## config.mk

```make
export PLATFORM = sky130hd
export DESIGN_NAME = circuit3_test_sequencer
export DESIGN_NICKNAME = d
export VERILOG_FILES = /design/src/rtl/circuit3_tst_pkg.sv /design/src/rtl/circuit3_tst_result_log.sv /design/src/rtl/circuit3_test_sequencer.sv
export SDC_FILE = /design/constraint.sdc
export NUM_CORES = 1
export LEC_CHECK = 0
export BUFFER_PORTS_ARGS = -buffer_cell sky130_fd_sc_hd__buf_2
export CAP_MARGIN = 20
export CORE_MARGIN = 4
export CORE_UTILIZATION = 30
export DETAILED_ROUTE_END_ITERATION = 6
export GPL_TIMING_DRIVEN = 0
export HOLD_SLACK_MARGIN = 0.15
export PLACE_DENSITY = 0.56
export SYNTH_ARGS = -nofsm -noshare
export SYNTH_HDL_FRONTEND = slang
export SYNTH_HIERARCHICAL = 1
export SYNTH_SLANG_ARGS = --single-unit
```

## constraint.sdc

```tcl
create_clock -name clk -period 2.3 [get_ports clk]
set_input_delay 0.115 -clock clk [delete_from_list [all_inputs] [get_ports clk]]
set_output_delay 0.115 -clock clk [all_outputs]
set_load 0.03 [all_outputs]
```

## src/rtl/circuit3_tst_pkg.sv

```systemverilog
// Shared types, defaults and helpers for the circuit3 exhaustive test sequencer.
package circuit3_tst_pkg;

  localparam int unsigned N_IN_DEF       = 5;
  localparam int unsigned SETTLE_CYC_DEF = 2;
  localparam int unsigned SETTLE_W       = 4;

  typedef enum logic [2:0] {
    IDLE    = 3'd0,
    APPLY   = 3'd1,
    SETTLE  = 3'd2,
    COMPARE = 3'd3,
    DONE    = 3'd4
  } state_e;

  // Index of the final vector in an exhaustive sweep over n_in inputs.
  function automatic int unsigned vec_last(input int unsigned n_in);
    return (32'd1 << n_in) - 32'd1;
  endfunction

endpackage

```

## src/rtl/circuit3_tst_result_log.sv

```systemverilog
// Result logger: mismatch detection, saturating error count, first-fail capture
// and pass flag generation for the circuit3 test sequencer.
module circuit3_tst_result_log
  import circuit3_tst_pkg::*;
#(
  parameter int unsigned N_IN = N_IN_DEF
) (
  input  logic            clk,
  input  logic            rst_n,
  input  logic            clear,
  input  logic            sample,
  input  logic            finalize,
  input  logic            cut_z,
  input  logic            gold_z,
  input  logic [N_IN-1:0] vec,
  output logic            mismatch_c,
  output logic [N_IN:0]   err_count,
  output logic [N_IN-1:0] first_fail_vec,
  output logic            first_fail_valid,
  output logic            pass
);

  localparam int unsigned ERR_W = N_IN + 1;

  logic [ERR_W-1:0] err_q, err_d;
  logic [N_IN-1:0]  ffv_q, ffv_d;
  logic             ffval_q, ffval_d;
  logic             pass_q, pass_d;

  assign mismatch_c = sample & (cut_z ^ gold_z);

  // pass is resolved from err_d so a mismatch in the final compare is included
  always_comb begin
    err_d   = err_q;
    ffv_d   = ffv_q;
    ffval_d = ffval_q;
    pass_d  = pass_q;
    if (clear) begin
      err_d   = '0;
      ffval_d = 1'b0;
      pass_d  = 1'b0;
    end else if (mismatch_c) begin
      if (err_q != '1) err_d = err_q + ERR_W'(1);
      if (!ffval_q) begin
        ffv_d   = vec;
        ffval_d = 1'b1;
      end
    end
    if (finalize) pass_d = (err_d == '0);
  end

  always_ff @(posedge clk or negedge rst_n) begin
    if (!rst_n) begin
      err_q   <= '0;
      ffv_q   <= '0;
      ffval_q <= 1'b0;
      pass_q  <= 1'b0;
    end else begin
      err_q   <= err_d;
      ffv_q   <= ffv_d;
      ffval_q <= ffval_d;
      pass_q  <= pass_d;
    end
  end

  assign err_count        = err_q;
  assign first_fail_vec   = ffv_q;
  assign first_fail_valid = ffval_q;
  assign pass             = pass_q;

endmodule

```

## src/rtl/circuit3_test_sequencer.sv

```systemverilog
// Exhaustive input sweep controller: drives every vector into the CUT/golden pair,
// waits a settle time, compares z, and reports the result through the logger.
module circuit3_test_sequencer
  import circuit3_tst_pkg::*;
#(
  parameter int unsigned N_IN         = N_IN_DEF,
  parameter int unsigned SETTLE_CYC   = SETTLE_CYC_DEF,
  parameter bit          STOP_ON_FAIL = 1'b0
) (
  input  logic            clk,
  input  logic            rst_n,
  input  logic            start,
  input  logic            abort,
  output logic [N_IN-1:0] x_out,
  input  logic            cut_z,
  input  logic            gold_z,
  output logic            busy,
  output logic            done,
  output logic            pass,
  output logic [N_IN:0]   err_count,
  output logic [N_IN-1:0] first_fail_vec,
  output logic            first_fail_valid
);

  localparam logic [N_IN-1:0]     VEC_LAST    = N_IN'(vec_last(N_IN));
  localparam logic [SETTLE_W-1:0] SETTLE_LOAD = SETTLE_W'(SETTLE_CYC - 1);

  state_e              state_q, state_d;
  logic [N_IN-1:0]     vec_q, vec_d;
  logic [N_IN-1:0]     x_out_q, x_out_d;
  logic [SETTLE_W-1:0] set_q, set_d;
  logic                busy_q, busy_d;
  logic                done_q, done_d;
  logic                clear_c, sample_c, finalize_c, mismatch_c;
  logic                run_c;

  always_ff @(posedge clk or negedge rst_n) begin
    if (!rst_n) state_q <= IDLE;
    else        state_q <= state_d;
  end

  // abort wins over every exit, including a STOP_ON_FAIL mismatch
  always_comb begin
    state_d = state_q;
    case (state_q)
      IDLE:    if (start && !abort) state_d = APPLY;
      APPLY:   state_d = abort ? IDLE : SETTLE;
      SETTLE: begin
        if (abort)              state_d = IDLE;
        else if (set_q == '0)   state_d = COMPARE;
      end
      COMPARE: begin
        if (abort)                            state_d = IDLE;
        else if (mismatch_c && STOP_ON_FAIL)  state_d = DONE;
        else if (vec_q == VEC_LAST)           state_d = DONE;
        else                                  state_d = APPLY;
      end
      DONE:    state_d = IDLE;
      default: state_d = IDLE;
    endcase
  end

  always_comb begin
    vec_d      = vec_q;
    x_out_d    = x_out_q;
    set_d      = set_q;
    done_d     = done_q;
    clear_c    = 1'b0;
    run_c      = (state_q == APPLY) || (state_q == SETTLE) || (state_q == COMPARE);
    sample_c   = (state_q == COMPARE);
    finalize_c = (state_d == DONE);
    busy_d     = (state_d == APPLY) || (state_d == SETTLE) || (state_d == COMPARE);
    case (state_q)
      IDLE: begin
        if (state_d == APPLY) begin
          clear_c = 1'b1;
          vec_d   = '0;
          x_out_d = '0;
          done_d  = 1'b0;
        end
      end
      APPLY:   set_d = SETTLE_LOAD;
      SETTLE:  if (set_q != '0) set_d = set_q - SETTLE_W'(1);
      COMPARE: begin
        if (state_d == APPLY) begin
          vec_d   = vec_q + N_IN'(1);
          x_out_d = vec_q + N_IN'(1);
        end
      end
      default: ;
    endcase
    if (state_d == DONE) done_d = 1'b1;
    if (abort && run_c)  x_out_d = '0;
  end

  always_ff @(posedge clk or negedge rst_n) begin
    if (!rst_n) begin
      vec_q   <= '0;
      x_out_q <= '0;
      set_q   <= '0;
      busy_q  <= 1'b0;
      done_q  <= 1'b0;
    end else begin
      vec_q   <= vec_d;
      x_out_q <= x_out_d;
      set_q   <= set_d;
      busy_q  <= busy_d;
      done_q  <= done_d;
    end
  end

  circuit3_tst_result_log #(
    .N_IN (N_IN)
  ) u_log (
    .clk              (clk),
    .rst_n            (rst_n),
    .clear            (clear_c),
    .sample           (sample_c),
    .finalize         (finalize_c),
    .cut_z            (cut_z),
    .gold_z           (gold_z),
    .vec              (vec_q),
    .mismatch_c       (mismatch_c),
    .err_count        (err_count),
    .first_fail_vec   (first_fail_vec),
    .first_fail_valid (first_fail_valid),
    .pass             (pass)
  );

  assign x_out = x_out_q;
  assign busy  = busy_q;
  assign done  = done_q;

endmodule

```

; ---- After elaboration in Yosys (flattened, before gate mapping)
; Cells that the tools add are included.
[classes]
n_addsub = 3
mul = 0
div = 0
magnitude_cmp = 0
n_eq_ne = 14
shifts = 0
n_mux = 25
bitwise = 4
n_reduce_logical = 23
[op_table]
columns = op, count
row1 = $mux 6, 3
row2 = $mux 3, 5
row3 = $mux 5, 3
row4 = $eq 3x2->1 const B, 4
row5 = $pmux 3 s4, 1
row6 = $reduce_bool 2->1, 6
row7 = $pmux 5 s2, 1
row8 = $mux 1, 9
row9 = $reduce_and 3->1, 3
row10 = $pmux 4 s2, 1
row11 = $add 6x1->6 const B, 1
row12 = $eq 3x1->1 const B, 2
row13 = $logic_not 6->1, 1
row14 = $ne 3x3->1 const B, 2
row15 = $ne 6x6->1 const B, 1
row16 = $add 5x1->5 const B, 1
row17 = $eq 5x5->1 const B, 1
row18 = $logic_not 4->1, 1
row19 = $logic_or 1x1->1, 4
row20 = $mux 4, 1
row21 = $ne 2x2->1 const B, 2
row22 = $reduce_and 2->1, 2
row23 = $reduce_bool 4->1, 1
row24 = $sub 4x1->4 const B, 1
row25 = other kinds (10), 12
[word_totals]
reg_bits = 32
latch_bits = 0
ram_bits = 0
romBits = 0
in_bits = 6
out_inout_bits = 20
elab_cells = 79
memories = 0

; ---- Logic depth before layout (Yosys ltp)
; Gate-level depths: netlist (run 1).
[depth]
word_depth = 10
mapped_depth = 8
ltp_nobuf = 7

; ---- Modules after synthesis
; The synthesis (run 1) kept the hierarchy.
[by_module_without_submodules]
columns = module, n_inst, cells_per_inst, area_per_inst_um2, seq_area_each_um2
row1 = circuit3_test_sequencer, 1, 103, 1034.7, 475.5
row2 = circuit3_tst_result_log, 1, 65, 709.4, 325.3

; ---- Least setup slack after synthesis (run 1)
; No wires, ideal clock.
[synth_timing]
path_kind = register to register
startpoint = reg state_q[0]
endpoint = reg u_log.pass_q, in the netlist u_log/pass
setup_ps = 92
arrival_time_ps = 1870
required_ps = 2208
slack_ps = 338
path_stages_with_launch = 8
path_buffers = 1
period_less_slack_ps = 1962
path_cell_list = dfrtp_1 buf_4 nand2_1 nor2_1 nand4_1 o311ai_0 o221ai_1 o31ai_2
[synth_via]
elab_cells_between_ends = 18
classes_between = eq/ne: 5 / mux: 9 / bitwise: 1 / reduce/logical: 3
[synth_rtl]
columns = element, line_no
row1 = "start, declared", circuit3_test_sequencer.sv:28  ; state_e state_q, state_d;
row2 = "start signal, assigned", circuit3_test_sequencer.sv:39  ; else state_q <= state_d;
row3 = $eq 3x2->1 *, circuit3_test_sequencer.sv:70  ; sample_c = (state_q == COMPARE);
row4 = via sample_c, circuit3_test_sequencer.sv:34  ; logic clear_c, sample_c, finalize_c, mismatch_c;
row5 = $pmux 3 s4, circuit3_test_sequencer.sv:45  ; case (state_q)
row6 = $eq 3x1->1, circuit3_test_sequencer.sv:75  ; if (state_d == APPLY) begin
row7 = $mux 1, circuit3_test_sequencer.sv:75
row8 = $mux 1, circuit3_test_sequencer.sv:73  ; case (state_q)
row9 = $mux 6, circuit3_tst_result_log.sv:38  ; if (clear) begin
row10 = $logic_not 6->1, circuit3_tst_result_log.sv:49  ; if (finalize) pass_d = (err_d == '0);
row11 = $mux 1, circuit3_tst_result_log.sv:49
row12 = "end signal, assigned", circuit3_tst_result_log.sv:62  ; pass_q <= pass_d;
row13 = "end, declared", circuit3_tst_result_log.sv:28  ; logic pass_q, pass_d;
; Mark *: on every way through the listed nets, which the timed path passes. The rest lies on a longest branch.
; A chain may end at the register's enable or synchronous reset.

; ---- Worst setup path in the final report (run 1)
[layout_timing]
startpoint = reg vec_q[0]
endpoint = reg x_out_q[2], in the netlist x_out[2]
[layout_via]
elab_chain_cells = 7
elab_cells_between_ends = 12
classes_between = add/sub: 1 / eq/ne: 4 / mux: 6 / reduce/logical: 1
[layout_lines]
columns = element, line_no
row1 = "start, declared", circuit3_test_sequencer.sv:29  ; logic [N_IN-1:0] vec_q, vec_d;
row2 = "start signal, assigned", circuit3_test_sequencer.sv:104  ; vec_q <= vec_d;
row3 = $eq 5x5->1, circuit3_test_sequencer.sv:55  ; else if (vec_q == VEC_LAST) state_d = DONE;
row4 = $mux 3, circuit3_test_sequencer.sv:55
row5 = $mux 3, circuit3_test_sequencer.sv:53  ; if (abort) state_d = IDLE;
row6 = $pmux 3 s4, circuit3_test_sequencer.sv:45
row7 = $eq 3x1->1, "circuit3_test_sequencer.sv:75, circuit3_test_sequencer.sv:85"
row8 = $ne 3x3->1 (no source line), -
row9 = $reduce_and 3->1 (no source line), -
row10 = "end signal, assigned", circuit3_test_sequencer.sv:105  ; x_out_q <= x_out_d;
row11 = "end, declared", circuit3_test_sequencer.sv:30  ; logic [N_IN-1:0] x_out_q, x_out_d;
; Parallel ways exist; a longest one is shown, timed or not. The select of a mux whose other input is x is not followed.

==> impl_table.tex, run 1 <==
\begin{tabular}{lr}
\hline
Metric & Value \\
\hline
\multicolumn{2}{l}{\textbf{Status}} \\
\quad Result of the run & finished clean \\
\multicolumn{2}{l}{\textbf{Floorplanning}} \\
\quad Row count & 27 \\
\quad Total die area & 7100 um\^{}2 \\
\quad Starting utilization of the core area & 31.3\% \\
\quad I/O pins & 26 \\
\quad Width of the die & 84.3 um \\
\quad Vertical die dimension & 84.3 um \\
\quad Core Region & 5570 um\^{}2 \\
\multicolumn{2}{l}{\textbf{Timing}} \\
\quad Fmax & 474 MHz \\
\quad Unrepaired setup endpoints after global routing & false \\
\quad Final Setup Violations & 0 \\
\quad Total Neg Setup Slack & 0 ns \\
\quad Final Max Slew Viols & 0 \\
\quad Post-layout min period & 2.11 ns \\
\quad Setup skew after layout & 0.00440 ns \\
\quad Number of failing hold endpoints at the final stage & 0 \\
\quad Least-Margin Pin Slew & 0.735 ns \\
\quad Part of the cycle the worst path needs & 91.7\% \\
\quad Worst path setup slack after routing & 0.192 ns \\
\quad Slew margin rel. & 51.0\% \\
\multicolumn{2}{l}{\textbf{Min path}} \\
\quad Class of the most critical hold timing path & input port to register \\
\multicolumn{2}{l}{\textbf{Routing}} \\
\quad Iteration-0 DRC count of the detailed router & 95 \\
\quad Via Count & 1355 \\
\quad Final ANT Viol Nets & 0 \\
\quad Via density per instance & 4.95 \\
\quad DRC Markers & 0 \\
\quad Number of search-and-repair iterations in the first detailed-routing pass & 4 \\
\quad Routed len/inst & 13.4 um \\
\quad Met2 Routed Length & 1650 um \\
\quad DRT Wirelength & 3680 um \\
\quad Metal3 WL & 226 um \\
\quad Met1 WL & 1740 um \\
\quad Top layer reached by signal wires & met4 \\
\multicolumn{2}{l}{\textbf{Placement}} \\
\quad HPWL after detailed placement & 2670 um \\
\quad Number of input and output port buffers inserted & 25 \\
\quad Post-placement setup slack & -0.0832 ns \\
\quad Gpl congestion & 0.814 \\
\multicolumn{2}{l}{\textbf{Yosys}} \\
\quad Most frequently used flop master after synthesis & sky130\_fd\_sc\_hd\_\_dfrtp\_1 \\
\quad Share of Yosys cell area claimed by the top area cell type & 45.9\% \\
\quad Library cell with the largest summed area after synthesis & sky130\_fd\_sc\_hd\_\_dfrtp\_1 \\
\quad Fraction of registers with async set/reset & 100\% \\
\quad Number of library cell types mapped by synthesis & 52 \\
\quad Seq cells post-synth & 32 \\
\quad Most numerous cell types in the synthesized netlist & sky130\_fd\_sc\_hd\_\_dfrtp\_1, sky130\_fd\_sc\_hd\_\_nor2\_1, sky130\_fd\_sc\_hd\_\_nand2\_1, sky130\_fd\_sc\_hd\_\_a21oi\_1 \\
\quad Dominant cells by area after synthesis & sky130\_fd\_sc\_hd\_\_dfrtp\_1, sky130\_fd\_sc\_hd\_\_mux2\_4, sky130\_fd\_sc\_hd\_\_nor2\_1 \\
\quad Gate count of the mapped netlist & 168 \\
\quad Share of synthesized area occupied by flip-flops and latches & 45.9\% \\
\quad Most used standard cell by instance count after synthesis & sky130\_fd\_sc\_hd\_\_dfrtp\_1 \\
\quad Syn nets & 179 \\
\quad Post-synth design cell area & 1740 um\^{}2 \\
\quad Mapped Avg Cell Area & 10.4 um\^{}2 \\
\quad Count of yosys warnings during synthesis & 6 \\
\quad Number of synthesized flops with an enable pin & 0 \\
\multicolumn{2}{l}{\textbf{Global route}} \\
\quad Number of antenna violations at the first check in global routing & 0 \\
\quad GRT Total Usage & 11.2\% \\
\quad Overflow after GRT & 0 \\
\quad Wire length of the first global-routing pass & 6440 um \\
\quad Vias in the first global route & 1326 \\
\quad Pin count of the biggest net entering global routing & 33 \\
\multicolumn{2}{l}{\textbf{CTS}} \\
\quad Clock Root Buffer & sky130\_fd\_sc\_hd\_\_clkbuf\_8 \\
\quad Deepest level of the CTS H-tree & 2 \\
\quad Number of buffers inserted during clock tree synthesis & 5 \\
\quad Clock Sink Count & 32 \\
\quad Buffers inserted by post-CTS timing repair & 0 \\
\quad Bufs on Longest Clock Path & 2 \\
\quad Clock-pin slew reported for the worst setup and hold paths after clock tree synthesis & 0.07 ns \\
\quad Clock tree from TritonCTS & built \\
\quad Insertion delay to the later sink of the worst-skew pair & 0.28 ns \\
\multicolumn{2}{l}{\textbf{Pwr}} \\
\quad Power per cell area & 758 nW/um\^{}2 \\
\quad Leakage & 1.08 nW \\
\quad Overall Power & 1.59 mW \\
\quad Worst vdd rail ir drop & 297 uV \\
\multicolumn{2}{l}{\textbf{Critical path}} \\
\quad Crit path capture type & register \\
\quad Register-to-register setup slack & 0.19 ns \\
\quad Crit path arrival time & 2.28 ns \\
\quad Highest fanout seen on the critical path & 8 \\
\quad Crit path required time & 2.48 ns \\
\quad Kind of launch point of the worst setup path & register \\
\quad Category of the critical setup timing path & register to register \\
\multicolumn{2}{l}{\textbf{Finish}} \\
\quad Area growth syn-to-layout & 20.7\% \\
\quad Layout cell share with drive strength beyond 1 & 27.2\% \\
\quad Final antenna diode count & 0 \\
\quad Net count of the finished layout & 212 \\
\quad Fill cell total of the finished layout & 558 \\
\multicolumn{2}{l}{\textbf{Flow run}} \\
\quad Number of max-cap violations & 0 \\
\hline
\end{tabular}
-- cells in the final DEF (no fill, tap or decap), types with 4 or more instances in the layout --
master,Yosys,routed
sky130_fd_sc_hd__a21o_1,5,5
sky130_fd_sc_hd__a21oi_1,8,8
sky130_fd_sc_hd__a22o_1,4,4
sky130_fd_sc_hd__and3_1,4,4
sky130_fd_sc_hd__buf_2,2,27
sky130_fd_sc_hd__clkbuf_8,0,7
sky130_fd_sc_hd__dfrtp_1,32,32
sky130_fd_sc_hd__ha_1,5,5
sky130_fd_sc_hd__inv_1,7,7
sky130_fd_sc_hd__mux2_4,5,5
sky130_fd_sc_hd__nand2_1,10,10
sky130_fd_sc_hd__nand3_1,5,5
sky130_fd_sc_hd__nor2_1,18,17
sky130_fd_sc_hd__nor3_1,4,4
sky130_fd_sc_hd__o21ai_0,7,7
sky130_fd_sc_hd__xnor2_1,4,4
-- cell type report --
cell class	count	area, um^2	share of cell area [%]
tap	72	90.1	4.28
clock buffer	7	96.3	4.58
multi-input combinational	123	881	41.9
buffer	6	45.0	2.14
clock inverter	1	30.0	1.43
timing repair buffer	26	135	6.42
inverter	7	26.3	1.25
sequential	32	801	38.0
-- path summary, 6_finish.rpt --
kind                               start        to  cells past startpoint
worst min register to register  x_out[0]  x_out[0]                      1
worst max register to register  vec_q[0]  x_out[2]                      7
worst max-delay path            vec_q[0]  x_out[2]                      7
max in group asynchronous          rst_n  set_q[3]                      2
min in group asynchronous          rst_n      done                      2
worst min-delay path               start      done                      4
-- state kept, by name, indices dropped and copies added, names as in the netlist --
name	flops
u_log/err_count	6
busy	1
u_log/pass	1
vec_q	5
u_log/first_fail_vec	5
set_q	4
u_log/first_fail_valid	1
done	1
x_out	5
state_q	3
-- worst max-delay path, cell delays in order (launching register included) --
cell	delay, ns
sky130_fd_sc_hd__dfrtp_1	0.43
sky130_fd_sc_hd__ha_1	0.23
sky130_fd_sc_hd__and3_1	0.17
sky130_fd_sc_hd__ha_1	0.37
sky130_fd_sc_hd__and3b_1	0.25
sky130_fd_sc_hd__o21ai_2	0.28
sky130_fd_sc_hd__nor4_1	0.09
sky130_fd_sc_hd__a31o_1	0.18
-- report_power, final --
part,switching (mW),internal [mW]
sequential,0.0503,0.615
combinational,0.202,0.137
clock,0.209,0.382
-- what timing repair did --
item	CTS	global route
hold buffers	1	0
resized for setup	2	2
endpoints found under the hold margin	32	0
endpoints found under the setup margin	1	1
-- logic make-up after synthesis --
kind of cell / synth area share [%]
flops: 45.9
simple gates: 20.2
xor+xnor: 3.44
fa+ha+maj: 3.59
mux: 6.03
buf+inv: 4.02
compound gates: 16.9
-- through the flow --
| stage | hold WS (ns) | cell area [um^2] | utilization, % | instances |
|---|---|---|---|---|
| floorplan | -0.181 | 1740 | - | 168 |
| global placement | 0.232 | 1960 | 35.2 | 265 |
| detailed placement | 0.234 | 1960 | 35.2 | 265 |
| CTS | 0.171 | 2100 | 37.7 | 274 |
| global route | 0.226 | 2100 | 37.8 | 274 |
| finish | 0.177 | 2100 | 37.8 | 274 |
-- metal layers --
metal	GRT usage [%]	vias to the layer above
met2	16.4	32
met1	15.2	642
met3	3.83	9
met5	0	-
li1	-	672
met4	4.24	0
Power figures use the tool's default switching activity.
==> inputs of run 2 (changes only) <==
MAX_ROUTING_LAYER = met4   (was not set)
==> impl_table.tex, run 2 (same netlist as run 1, synthesis figures left out) <==
\begin{tabular}{lr}
\hline
Metric & Value \\
\hline
\multicolumn{2}{l}{\textbf{Status}} \\
\quad Result of the run & finished clean \\
\multicolumn{2}{l}{\textbf{Global route}} \\
\quad Layer carrying the most global-route usage & met2 \\
\quad Global routing usage on met2 & 16.4\% \\
\quad Global-route met1 utilization & 15.4\% \\
\quad Vias in the first global route & 1325 \\
\quad GRT Total Usage & 11.6\% \\
\quad Overflow after GRT & 0 \\
\quad Wire length of the first global-routing pass & 6440 um \\
\quad Global Route met3 Usage & 3.63\% \\
\quad Number of antenna violations at the first check in global routing & 0 \\
\quad Pin count of the biggest net entering global routing & 33 \\
\multicolumn{2}{l}{\textbf{Critical path}} \\
\quad Biggest cell delay along the critical path & 0.43 ns \\
\quad Highest fanout seen on the critical path & 8 \\
\quad Series of cell instances along the critical path & ha\_1 > and3\_1 > ha\_1 > and3b\_1 > o21ai\_2 > nor4\_1 > a31o\_1 \\
\quad Cell type of the slowest stage on the worst timing path & sky130\_fd\_sc\_hd\_\_dfrtp\_1 \\
\quad Register-to-register setup slack & 0.18 ns \\
\quad Category of the critical setup timing path & register to register \\
\quad Source of the worst register-to-register timing path & vec\_q[0] \\
\quad Kind of launch point of the worst setup path & register \\
\quad Crit path capture type & register \\
\quad Family of cells with the greatest summed delay on the critical path & adder cells \\
\quad Capturing point of the worst reg2reg path & x\_out[2] \\
\quad Worst path bufs/invs & 0 \\
\quad Crit path arrival time & 2.29 ns \\
\quad Crit path required time & 2.48 ns \\
\quad FF-to-FF path depth & 7 \\
\quad Most repeated library cell on the critical path & sky130\_fd\_sc\_hd\_\_ha\_1 \\
\multicolumn{2}{l}{\textbf{CTS}} \\
\quad Number of buffers inserted during clock tree synthesis & 5 \\
\quad Bufs on Longest Clock Path & 2 \\
\quad Deepest level of the CTS H-tree & 2 \\
\quad Clock-pin slew reported for the worst setup and hold paths after clock tree synthesis & 0.07 ns \\
\quad Clock Root Buffer & sky130\_fd\_sc\_hd\_\_clkbuf\_8 \\
\quad Clock tree from TritonCTS & built \\
\quad Insertion delay to the later sink of the worst-skew pair & 0.28 ns \\
\quad Buffers inserted by post-CTS timing repair & 0 \\
\quad Clock Sink Count & 32 \\
\multicolumn{2}{l}{\textbf{Timing}} \\
\quad Final Setup Violations & 0 \\
\quad Post-layout min period & 2.12 ns \\
\quad Worst path setup slack after routing & 0.184 ns \\
\quad Least-Margin Pin Slew & 0.736 ns \\
\quad Setup skew after layout & 0.00397 ns \\
\quad Fmax & 473 MHz \\
\quad Unrepaired setup endpoints after global routing & false \\
\quad Slew margin rel. & 50.9\% \\
\quad Number of failing hold endpoints at the final stage & 0 \\
\quad Worst hold slack & 0.177 ns \\
\quad Part of the cycle the worst path needs & 92.0\% \\
\quad Final Max Slew Viols & 0 \\
\multicolumn{2}{l}{\textbf{Floorplanning}} \\
\quad I/O pins & 26 \\
\quad Row count & 27 \\
\quad Total die area & 7100 um\^{}2 \\
\quad Starting utilization of the core area & 31.3\% \\
\quad Width of the die & 84.3 um \\
\quad Core Region & 5570 um\^{}2 \\
\quad Vertical die dimension & 84.3 um \\
\multicolumn{2}{l}{\textbf{Routing}} \\
\quad Iteration-0 DRC count of the detailed router & 100 \\
\quad Number of search-and-repair iterations in the first detailed-routing pass & 4 \\
\quad DRT Wirelength & 3680 um \\
\quad DRC Markers & 0 \\
\quad Final ANT Viol Nets & 0 \\
\quad Via density per instance & 4.93 \\
\quad Routed len/inst & 13.4 um \\
\quad Via Count & 1350 \\
\multicolumn{2}{l}{\textbf{Finish}} \\
\quad Area growth syn-to-layout & 20.7\% \\
\quad Layout cell share with drive strength beyond 1 & 27.2\% \\
\quad Commonest non-fill, non-tap cell in the layout & sky130\_fd\_sc\_hd\_\_dfrtp\_1 \\
\quad Net count of the finished layout & 212 \\
\quad Flip-flop count of the largest register, all copies and words added & 6 \\
\quad Register cell area after layout & 801 um\^{}2 \\
\quad Most frequent cells in the layout & sky130\_fd\_sc\_hd\_\_dfrtp\_1, sky130\_fd\_sc\_hd\_\_buf\_2, sky130\_fd\_sc\_hd\_\_nor2\_1, sky130\_fd\_sc\_hd\_\_nand2\_1, sky130\_fd\_sc\_hd\_\_a21oi\_1 \\
\quad Fill cell total of the finished layout & 558 \\
\quad Multi-input combinational cell area & 881 um\^{}2 \\
\quad Final Instance Count excl. Fillers & 274 \\
\quad Final antenna diode count & 0 \\
\multicolumn{2}{l}{\textbf{Placement}} \\
\quad Dpl cells & 265 \\
\quad Post-placement setup slack & -0.0832 ns \\
\quad Number of input and output port buffers inserted & 25 \\
\quad HPWL after detailed placement & 2670 um \\
\quad Gpl congestion & 0.826 \\
\multicolumn{2}{l}{\textbf{Pwr}} \\
\quad Leakage & 1.08 nW \\
\quad Worst vdd rail ir drop & 297 uV \\
\quad Overall Power & 1.60 mW \\
\quad Power per cell area & 758 nW/um\^{}2 \\
\multicolumn{2}{l}{\textbf{Min path}} \\
\quad Class of the most critical hold timing path & input port to register \\
\quad Endpoint of the worst hold path & done \\
\quad Number of cells traversed by the worst hold path & 4 \\
\quad Startpoint of the tightest hold check path & start \\
\multicolumn{2}{l}{\textbf{Flow run}} \\
\quad Number of max-cap violations & 0 \\
\hline
\end{tabular}
[run 2: cell counts in the layout (fill, tap and decap cells not counted)]
Identical to the previous run, type by type.
[run 2: repair_timing]
action                                  in CTS  in global routing
gates resized for setup                      2                  2
hold buffers                                 1                  0
pin swaps                                    0                  0
endpoints found under the hold margin       32                  0
endpoints found under the setup margin       1                  1
[run 2: per-stage QoR]
| step | utilization (%) | area [um^2] | TNS, ns |
|---|---|---|---|
| CTS | 37.7 | 2100 | 0 |
| floorplan | - | 1740 | 0 |
| global route | 37.8 | 2100 | 0 |
| global placement | 35.2 | 1960 | -0.0529 |
| finish | 37.8 | 2100 | 0 |
| detailed placement | 35.2 | 1960 | -0.0832 |
[run 2: layer usage]
metal | routed length [um] | share of wire [%] | up-vias
li1 | - | - | 673
met5 | 0 | 0 | -
met3 | 208 | 5.6 | 9
met4 | 59 | 1.6 | 0
met1 | 1780 | 48 | 638
met2 | 1640 | 45 | 30
[run 2: how the worst max path moves through the flow]
stage,start,to,slack (ns),cells past startpoint
after floorplan,state_q[0],u_log/pass,0.34,7
after global placement,state_q[0],u_log/pass,-0.05,7
after detailed placement,state_q[0],u_log/pass,-0.08,7
after CTS,state_q[0],u_log/pass,0.04,7
after global routing,state_q[2],u_log/pass,0.008,8
final,vec_q[0],x_out[2],0.18,7
[run 2: worst register-to-register path, cell delays in order, from the launching register on]
cell	delay [ns]
sky130_fd_sc_hd__dfrtp_1	0.43
sky130_fd_sc_hd__ha_1	0.23
sky130_fd_sc_hd__and3_1	0.17
sky130_fd_sc_hd__ha_1	0.37
sky130_fd_sc_hd__and3b_1	0.25
sky130_fd_sc_hd__o21ai_2	0.29
sky130_fd_sc_hd__nor4_1	0.09
sky130_fd_sc_hd__a31o_1	0.18
[run 2: cell type report]
type                    count  area share [%]
well taps                  72            4.28
multi-input cells         123            41.9
inverters                   7            1.25
clock buffers               7            4.58
flip-flops and latches     32            38.0
clock inverters             1            1.43
repair buffers             26            6.42
plain buffers               6            2.14
[run 2: where the power goes]
part | leakage (nW) | internal [mW] | switching (mW)
sequential | 0.438 | 0.615 | 0.0504
clock | 0.0645 | 0.382 | 0.209
combinational | 0.579 | 0.137 | 0.203
total | 1.08 | 1.13 | 0.462
